[src/rtl/traffic_pkg.sv]
// Shared types and constants for the intersection sequencer.
//   LIGHT_*  : 2-bit signal-head encodings (01 green, 10 yellow, 11 red)
//   phase_t  : sequencer state codes, also exported on the debug phase port
package traffic_pkg;

  localparam logic [1:0] LIGHT_GREEN  = 2'b01;
  localparam logic [1:0] LIGHT_YELLOW = 2'b10;
  localparam logic [1:0] LIGHT_RED    = 2'b11;

  typedef enum logic [2:0] {
    AllRedA  = 3'd0,
    NsGreen  = 3'd1,
    NsYellow = 3'd2,
    AllRedB  = 3'd3,
    EwGreen  = 3'd4,
    EwYellow = 3'd5,
    PedWalk  = 3'd6
  } phase_t;

endpackage

[src/rtl/phase_timer.sv]
// Loadable down-counter that times each sequencer phase.
//   clk, reset : clock, synchronous active-high reset (count -> 0)
//   load       : load load_val (wins over reset and decrement)
//   load_val   : value to load
//   en         : decrement enable; the count holds at 0 and never wraps
//   count      : current count
//   zero       : count == 0
module phase_timer #(
  parameter int unsigned CNT_W = 8
) (
  input  logic             clk,
  input  logic             reset,
  input  logic             load,
  input  logic [CNT_W-1:0] load_val,
  input  logic             en,
  output logic [CNT_W-1:0] count,
  output logic             zero
);

  logic [CNT_W-1:0] count_q;

  // Load outranks reset so the parent can choose the value the count takes in reset.
  always_ff @(posedge clk) begin
    if (load) begin
      count_q <= load_val;
    end else if (reset) begin
      count_q <= '0;
    end else if (en && (count_q != '0)) begin
      count_q <= count_q - 1'b1;
    end
  end

  assign count = count_q;
  assign zero  = (count_q == '0);

endmodule

[src/rtl/traffic_intersection_ctrl.sv]
// Two-way intersection sequencer: NS/EW signal heads plus a pedestrian WALK phase.
//   clk, reset     : clock, synchronous active-high reset
//   ns_car, ew_car : vehicle present on the NS / EW approach (level)
//   ped_req        : pedestrian button, latched into a pending request
//   ped_ack        : one-cycle pulse on the first cycle of WALK
//   ped_walk       : WALK lamp
//   ns_light       : NS head (01 green, 10 yellow, 11 red)
//   ew_light       : EW head, same encoding
//   phase          : current state code
module traffic_intersection_ctrl
  import traffic_pkg::*;
#(
  parameter int unsigned GREEN_CYC  = 8,
  parameter int unsigned YELLOW_CYC = 3,
  parameter int unsigned ALLRED_CYC = 2,
  parameter int unsigned PED_CYC    = 5,
  parameter int unsigned CNT_W      = 8
) (
  input  logic       clk,
  input  logic       reset,
  input  logic       ns_car,
  input  logic       ew_car,
  input  logic       ped_req,
  output logic       ped_ack,
  output logic       ped_walk,
  output logic [1:0] ns_light,
  output logic [1:0] ew_light,
  output logic [2:0] phase
);

  phase_t           state_q, state_d;
  logic             ped_pending_q;
  logic             ped_ret_q;      // 0: walk came from ALLRED_A, 1: from ALLRED_B
  logic             ped_ack_q;
  logic             enter_walk;
  logic             timer_load;
  logic [CNT_W-1:0] timer_load_val;
  logic [CNT_W-1:0] timer_count;
  logic             timer_zero;

  phase_timer #(
    .CNT_W (CNT_W)
  ) u_phase_timer (
    .clk      (clk),
    .reset    (reset),
    .load     (timer_load),
    .load_val (timer_load_val),
    .en       (timer_count != '0),
    .count    (timer_count),
    .zero     (timer_zero)
  );

  // Next state. Green states rest at timer==0 until a conflicting demand appears.
  always_comb begin
    state_d = state_q;
    case (state_q)
      AllRedA:  if (timer_zero) state_d = ped_pending_q ? PedWalk : NsGreen;
      NsGreen:  if (timer_zero && (ew_car || ped_pending_q)) state_d = NsYellow;
      NsYellow: if (timer_zero) state_d = AllRedB;
      AllRedB:  if (timer_zero) state_d = ped_pending_q ? PedWalk : EwGreen;
      EwGreen:  if (timer_zero && (ns_car || ped_pending_q)) state_d = EwYellow;
      EwYellow: if (timer_zero) state_d = AllRedA;
      PedWalk:  if (timer_zero) state_d = ped_ret_q ? EwGreen : NsGreen;
      default:  state_d = AllRedA;
    endcase
  end

  assign enter_walk = (state_d == PedWalk) && (state_q != PedWalk);

  // Timer reloads on every state change; during reset it is primed for ALLRED_A.
  always_comb begin
    timer_load = reset || (state_d != state_q);
    case (state_d)
      NsGreen, EwGreen:   timer_load_val = CNT_W'(GREEN_CYC - 1);
      NsYellow, EwYellow: timer_load_val = CNT_W'(YELLOW_CYC - 1);
      PedWalk:            timer_load_val = CNT_W'(PED_CYC - 1);
      default:            timer_load_val = CNT_W'(ALLRED_CYC - 1);
    endcase
    if (reset) timer_load_val = CNT_W'(ALLRED_CYC - 1);
  end

  always_ff @(posedge clk) begin
    if (reset) begin
      state_q       <= AllRedA;
      ped_pending_q <= 1'b0;
      ped_ret_q     <= 1'b0;
      ped_ack_q     <= 1'b0;
    end else begin
      state_q   <= state_d;
      ped_ack_q <= enter_walk;
      if (enter_walk) begin
        ped_ret_q <= (state_q == AllRedB);
      end
      // Clearing on walk entry wins over a simultaneous button press.
      if (enter_walk) begin
        ped_pending_q <= 1'b0;
      end else if (ped_req && (state_q != PedWalk)) begin
        ped_pending_q <= 1'b1;
      end
    end
  end

  always_comb begin
    ns_light = LIGHT_RED;
    ew_light = LIGHT_RED;
    ped_walk = 1'b0;
    case (state_q)
      NsGreen:  ns_light = LIGHT_GREEN;
      NsYellow: ns_light = LIGHT_YELLOW;
      EwGreen:  ew_light = LIGHT_GREEN;
      EwYellow: ew_light = LIGHT_YELLOW;
      PedWalk:  ped_walk = 1'b1;
      default:  ;
    endcase
  end

  assign ped_ack = ped_ack_q;
  assign phase   = state_q;

endmodule

[config.mk]
export PLATFORM = sky130hd
export DESIGN_NAME = traffic_intersection_ctrl
export DESIGN_NICKNAME = d
export VERILOG_FILES = /design/src/rtl/traffic_pkg.sv /design/src/rtl/phase_timer.sv /design/src/rtl/traffic_intersection_ctrl.sv
export SDC_FILE = /design/constraint.sdc
export NUM_CORES = 1
export LEC_CHECK = 0
export ABC_AREA = 1
export CAP_MARGIN = 20
export CORE_ASPECT_RATIO = 1.1
export CORE_MARGIN = 4
export CORE_UTILIZATION = 54
export CTS_CLUSTER_DIAMETER = 60
export DETAILED_ROUTE_END_ITERATION = 10
export PLACE_DENSITY = 0.89
export SLEW_MARGIN = 20
export SYNTH_ARGS = -nofsm -noshare
export SYNTH_HDL_FRONTEND = slang
export SYNTH_SLANG_ARGS = --single-unit
[constraint.sdc]
create_clock -name clk -period 2.7 [get_ports clk]
set_input_delay 0.81 -clock clk [delete_from_list [all_inputs] [get_ports clk]]
set_output_delay 0.81 -clock clk [all_outputs]
set_load 0.01 [all_outputs]
Word-level counts from Yosys, hierarchy flattened:

Cells that the tools add are included.

* divide/modulo/power cells: 0
* shift operators: 0
* equal/unequal tests: 13
* $lt $le $gt $ge: 0
* reductions and logical operators: 14
* bitwise gates (word level): 0
* multiply operators: 0
* muxes and demuxes: 19
* add/subtract/negate cells: 1

Operator list (count)
* $mux 8: 4
* $mux 3: 9
* $pmux 3 s7: 1
* $eq 3x3->1 const B: 6
* $eq 3x2->1 const B: 3
* $pmux 3 s3: 1
* $logic_not 8->1: 1
* $pmux 2 s2: 2
* $reduce_bool 8->1: 1
* $sub 8x1->8 const B: 1
* $eq 3x1->1 const B: 2
* $reduce_or 2->1: 3
* $logic_and 1x1->1: 4
* $logic_not 3->1: 1
* $logic_or 1x1->1: 3
* $ne 3x3->1: 1
* $ne 3x3->1 const B: 1
* $reduce_bool 3->1: 1
* $mux 2: 1
* $mux 1: 1

* memory bits (writable): 0
* logic and storage cells: 52
* bits in read-only memories: 0
* memories kept: 0
* bits of input ports: 5
* output and inout bits: 9
* register bits after elaboration: 14
* bits in latches: 0

Longest topological paths before layout:

* depth in word-level cells: 9
* depth in mapped cells: 15
* depth with buffers taken out: 15

By module:

Synthesis repeated with hierarchy kept, for this count alone.

* cells, all modules: 183
* area total of the unflattened synthesis: 1162.4 um^2

By module, submodules not included
* traffic_intersection_ctrl: seq. area each 120.1 um^2, cells each 114, area an instance 621.8 um^2, times used 1
* phase_timer: seq. area each 240.2 um^2, cells each 69, area an instance 540.5 um^2, times used 1

Worst setup path after synthesis:

OpenSTA, ideal clock, no wires.

* path type: input to register
* start: in ew_car
* end: reg u_phase_timer.count_q[0], in the netlist u_phase_timer.count[0] (enable)
* data arrival time: 1911 ps
* slack: 462 ps
* path buffers: 0
* library setup time: 328 ps
* stages on the path: 9
* data required time: 2372 ps
* cells stage by stage: or2_2 > nand3_1 > nand2_1 > inv_1 > nand2_2 > nand2_1 > nand2_1 > nor2_4 > nand3_1

* cells in the longest elaborated chain, start to end: 7

Ends and longest elaborated chain
* start, declared: RTL line traffic_intersection_ctrl.sv:22 `input logic ew_car,`
* $logic_or 1x1->1: RTL line traffic_intersection_ctrl.sv:58 `NsGreen: if (timer_zero && (ew_car || ped_pending_q)) state_d = NsYellow;`
* $logic_and 1x1->1: RTL line traffic_intersection_ctrl.sv:58
* $mux 3: RTL line traffic_intersection_ctrl.sv:58
* $pmux 3 s7: RTL line traffic_intersection_ctrl.sv:56 `case (state_q)`
* $ne 3x3->1: RTL line traffic_intersection_ctrl.sv:72 `timer_load = reset || (state_d != state_q);`
* $logic_or 1x1->1: RTL line traffic_intersection_ctrl.sv:72
* $reduce_bool 3->1 (no source line)
* end signal, assigned: RTL line phase_timer.sv:25 `count_q <= load_val;`
* end signal, assigned: RTL line phase_timer.sv:29 `count_q <= count_q - 1'b1;`
* end, declared: RTL line phase_timer.sv:20 `logic [CNT_W-1:0] count_q;`

Every way passes these cells.
A chain may end at the register's enable or synchronous reset.

Worst setup path after layout:

* start: reg state_q[1], in the netlist phase[1]
* end: out ped_walk

* cells in the longest elaborated chain, start to end: 2

Ends and longest elaborated chain
* start, declared: RTL line traffic_intersection_ctrl.sv:31 `phase_t state_q, state_d;`
* start signal, assigned: RTL line traffic_intersection_ctrl.sv:84 `state_q <= AllRedA;`
* start signal, assigned: RTL line traffic_intersection_ctrl.sv:89 `state_q <= state_d;`
* $eq 3x3->1: RTL line traffic_intersection_ctrl.sv:107 `case (state_q)`
* $mux 1: RTL line traffic_intersection_ctrl.sv:107
* end, declared: RTL line traffic_intersection_ctrl.sv:25 `output logic ped_walk,`

Every way passes these cells.

==> flow_summary_export.csv <==
group,metric,value,unit
worst_setup_path,path_class,"flip-flop to primary output",
timing,final.setup_skew,0.004833,ns
routing,drtPass1Iterations,4,
global_routing,grt_max_degree,11,
worst_setup_path,critPathLaunch,"phase[1]",
clocking,clkSinkCount,14,
global_routing,track_usage,19.39,%
pwr,power.density,1006,nW/um^2
clocking,h-tree-depth,1,
pwr,netSwitchingFraction,49.06,%
floorplan,fp.dieH,54.87,um
worst_setup_path,reg2regPathDepth,13,
synthesis,yosysTopAreaCell,"edfxtp_1",
worst_setup_path,slowest_stage,"clkdlybuf4s50_1",
place,numPortBuffers,13,
worst_setup_path,rr_startpoint,"u_phase_timer.count[0]",
final_layout,finalInstanceArea,1299,sq um
worst_setup_path,r2r-end,"u_phase_timer.count[1]",
clocking,cts_hold_buffers,0,
pwr,switchingPower,641.2,uW
timing,drv_slew,0,
global_routing,grtUsageMet1,23.21,%
synthesis,synth_ff_type,"edfxtp_1",
timing,worstMarginPinSlew,0.3964,ns
place,dpl_cell_area,1272,sq um
global_routing,grt_overflow_total,0,
place,dpl.hpwl,1.897,mm
floorplan,io_pins,14,
final_layout,layout-drive-gt1-share,14.13,%
routing,viasPerCell,5.223,
timing,max_freq,387.8,MHz
floorplan,die_w,50.61,um
synthesis,synth_cell_types,26,
status,status,"completed",
synthesis,synth_most_common_cell,"nand2_1",
timing,rsz0062_at_grt,"no",
global_routing,first_global_vias,1036,
final_layout,fillCellCount,157,
floorplan,die_area,2777,sq um
pwr,clockPowerShare,9.7,%
worst_setup_path,end_kind,"primary output",
routing,via_count,1102,
timing,timing.final.crit_period,2.579,ns
clocking,cts_tree,"yes",
synthesis,syn_inst,163,
clocking,cts_setup_buffers,0,
pwr,intPower,665.7,uW
run,maxCapViolCount,0,
synthesis,synth_edf_count,8,
clocking,cts_root_buf,"clkbuf_4",
worst_setup_path,r2r_slack,0.34,ns
worst_setup_path,cp.depth,3,
global_routing,grt_pass1_wl,4.091,mm
pwr,power_leakage,0.6470,nW
final_layout,area_growth,20.42,%
place,place.gp.congestion,0.8745,
worst_setup_path,crit_end,"ped_walk",
final_layout,multi_input_area,609.3,sq um
clocking,clk_path_buf_depth,2,
routing,drc,0,
routing,drt_iter0_drc,34,
timing,relSlewSlack,73.50,%
worst_setup_path,crit_family,"buffers and inverters",
pwr,power_frac_comb,64.8,%
synthesis,synth_area_per_cell,6.617,sq um
clocking,cts-resized-gates,0,
synthesis,ys_seq_area_share,33.41,%
routing,ant_nets,0,
clocking,clock_latency,0.29,ns
timing,hold_viol_final,0,
floorplan,initial_core_util,58.56,%
worst_setup_path,path_cells,"inv_2 -> nor3_4 -> clkdlybuf4s50_1",
synthesis,yosysWarnings,0,
global_routing,use_met3,3.815,%
worst_setup_path,path_buf_inv,2,
synthesis,synth_area_leaders,"edfxtp_1 (22%), nand2_1 (17%), dfxtp_1 (11%)",
routing,totalWireLength,2.432,mm
final_layout,seq_area,360.3,sq um
pwr,peakVddDrop,0.8132,mV
global_routing,grtUsageMet2,35.00,%
worst_setup_path,cp_max_fo,8,
synthesis,ys_async_sr_fraction,0,%
synthesis,syn-cell-area,1079,sq um
worst_setup_path,cp.required,1.89,ns
clocking,clk_pin_slew,0.09,ns
synthesis,synth_common_cells,"nand2_1 (49), nand3_1 (24), inv_1 (21)",
final_layout,final_core_util,70.52,%
timing,finalSetupViolCount,0,
routing,wl_per_cell,11.53,um
final_layout,fin_nets,191,
clocking,numCtsBuffers,3,
timing,timing.final.crit_share,95.52,%
synthesis,syn_nets,169,
timing,setup_tns,0,ns
worst_setup_path,cp.arrival,1.77,ns
floorplan,row_count,16,
global_routing,busiest_layer,"met2",
pwr,pwr-share-seq,25.5,%
synthesis,synth-seq-cells,14,
global_routing,antenna_found_initial,0,
min_path,hold_path.class,"flip-flop to flip-flop",
synthesis,synth_top_area_share,22.27,%
worst_setup_path,slowest_delay,0.60,ns
final_layout,diodes,0,
floorplan,core_area,1842,sq um
pwr,total_power,1.307,mW
worst_setup_path,worst_setup_path_start_kind,"flip-flop",
-- cells by family (layout without fill, tap and decap cells) --
group | after synthesis | after routing | share of synthesized area (%)
AND/OR/NAND/NOR | 109 | 109 | 48.15
AO/OA/AOI/OAI | 8 | 8 | 4.756
buffers and inverters | 28 | 49 | 10.09
flip-flops | 14 | 14 | 33.41
XOR/XNOR | 3 | 3 | 2.437
adder cells (fa/ha/maj) | 1 | 1 | 1.160
-- worst min path at each step --
stage,slack [ns],to,from,cells past startpoint
after floorplan,0.45,ped_ret_q,ped_ret_q,2
after global placement,0.47,ped_ret_q,ped_ret_q,2
after detailed placement,0.47,ped_ret_q,ped_ret_q,2
after CTS,0.48,ped_ret_q,ped_ret_q,2
after global routing,0.50,ped_ret_q,ped_ret_q,2
final,0.48,ped_ret_q,ped_ret_q,2
-- cells in the final DEF, fill, tap and decap left out, drive strengths merged --
cell | netlist | routed
nor2 | 23 | 23
clkbuf | 0 | 3
a21oi | 4 | 4
nand2 | 53 | 53
buf | 1 | 5
ha | 1 | 1
nand4 | 3 | 3
edfxtp | 8 | 8
xor2 | 3 | 3
clkinv | 2 | 3
o21ai | 4 | 4
or2 | 2 | 2
nor3 | 3 | 3
inv | 25 | 25
dfxtp | 6 | 6
nand3b | 1 | 1
clkdlybuf4s50 | 0 | 13
nand3 | 24 | 24
-- layout make-up --
class | count | share of cell area (%)
Clock inverter | 1 | 0.2890
Multi-Input combinational cell | 121 | 46.92
Inverter | 27 | 7.803
Timing Repair Buffer | 18 | 12.91
Sequential cell | 14 | 27.75
Clock buffer | 3 | 1.734
Tap cell | 27 | 2.601
-- layer usage --
metal | routed length, um | share of wire (%)
met5 | 0 | 0
met4 | 38 | 1.6
met3 | 120 | 4.9
met2 | 1222 | 50
met1 | 1050 | 43
-- registers in the layout (all words and copies together), names as in the netlist --
register / flops
ped_ret_q: 1
u_phase_timer.count: 8
phase: 3
ped_ack: 1
ped_pending_q: 1
-- worst reg2reg max path: stages, from the launching register on --
cell	delay, ns
edfxtp_1	0.37
inv_1	0.12
ha_1	0.21
nand2_1	0.08
nor2_1	0.21
nand2_1	0.14
nor2_1	0.11
nor2_1	0.05
nand2_1	0.08
nand2_2	0.06
nand2_1	0.05
nand2_1	0.10
nor2_4	0.14
nand3_1	0.30
-- power by group through the flow --
stage	combinational [mW]	sequential, mW	clock (mW)
floorplan	0.600	0.330	0
global placement	0.805	0.333	0
detailed placement	0.825	0.337	0
CTS	0.837	0.332	0.128
global route	0.937	0.339	0.137
finish	0.847	0.333	0.127
-- through the flow --
step           worst slack, ns  cells  hold slack [ns]
5_1_grt                0.02202    211           0.5044
2_1_floorplan           0.4618    163           0.4507
3_5_place_dp          -0.05004    207           0.4697
6_report                0.1210    211           0.4806
3_3_place_gp          -0.01414    207           0.4655
4_1_cts                 0.1214    211           0.4806
Power figures use the tool's default switching activity.
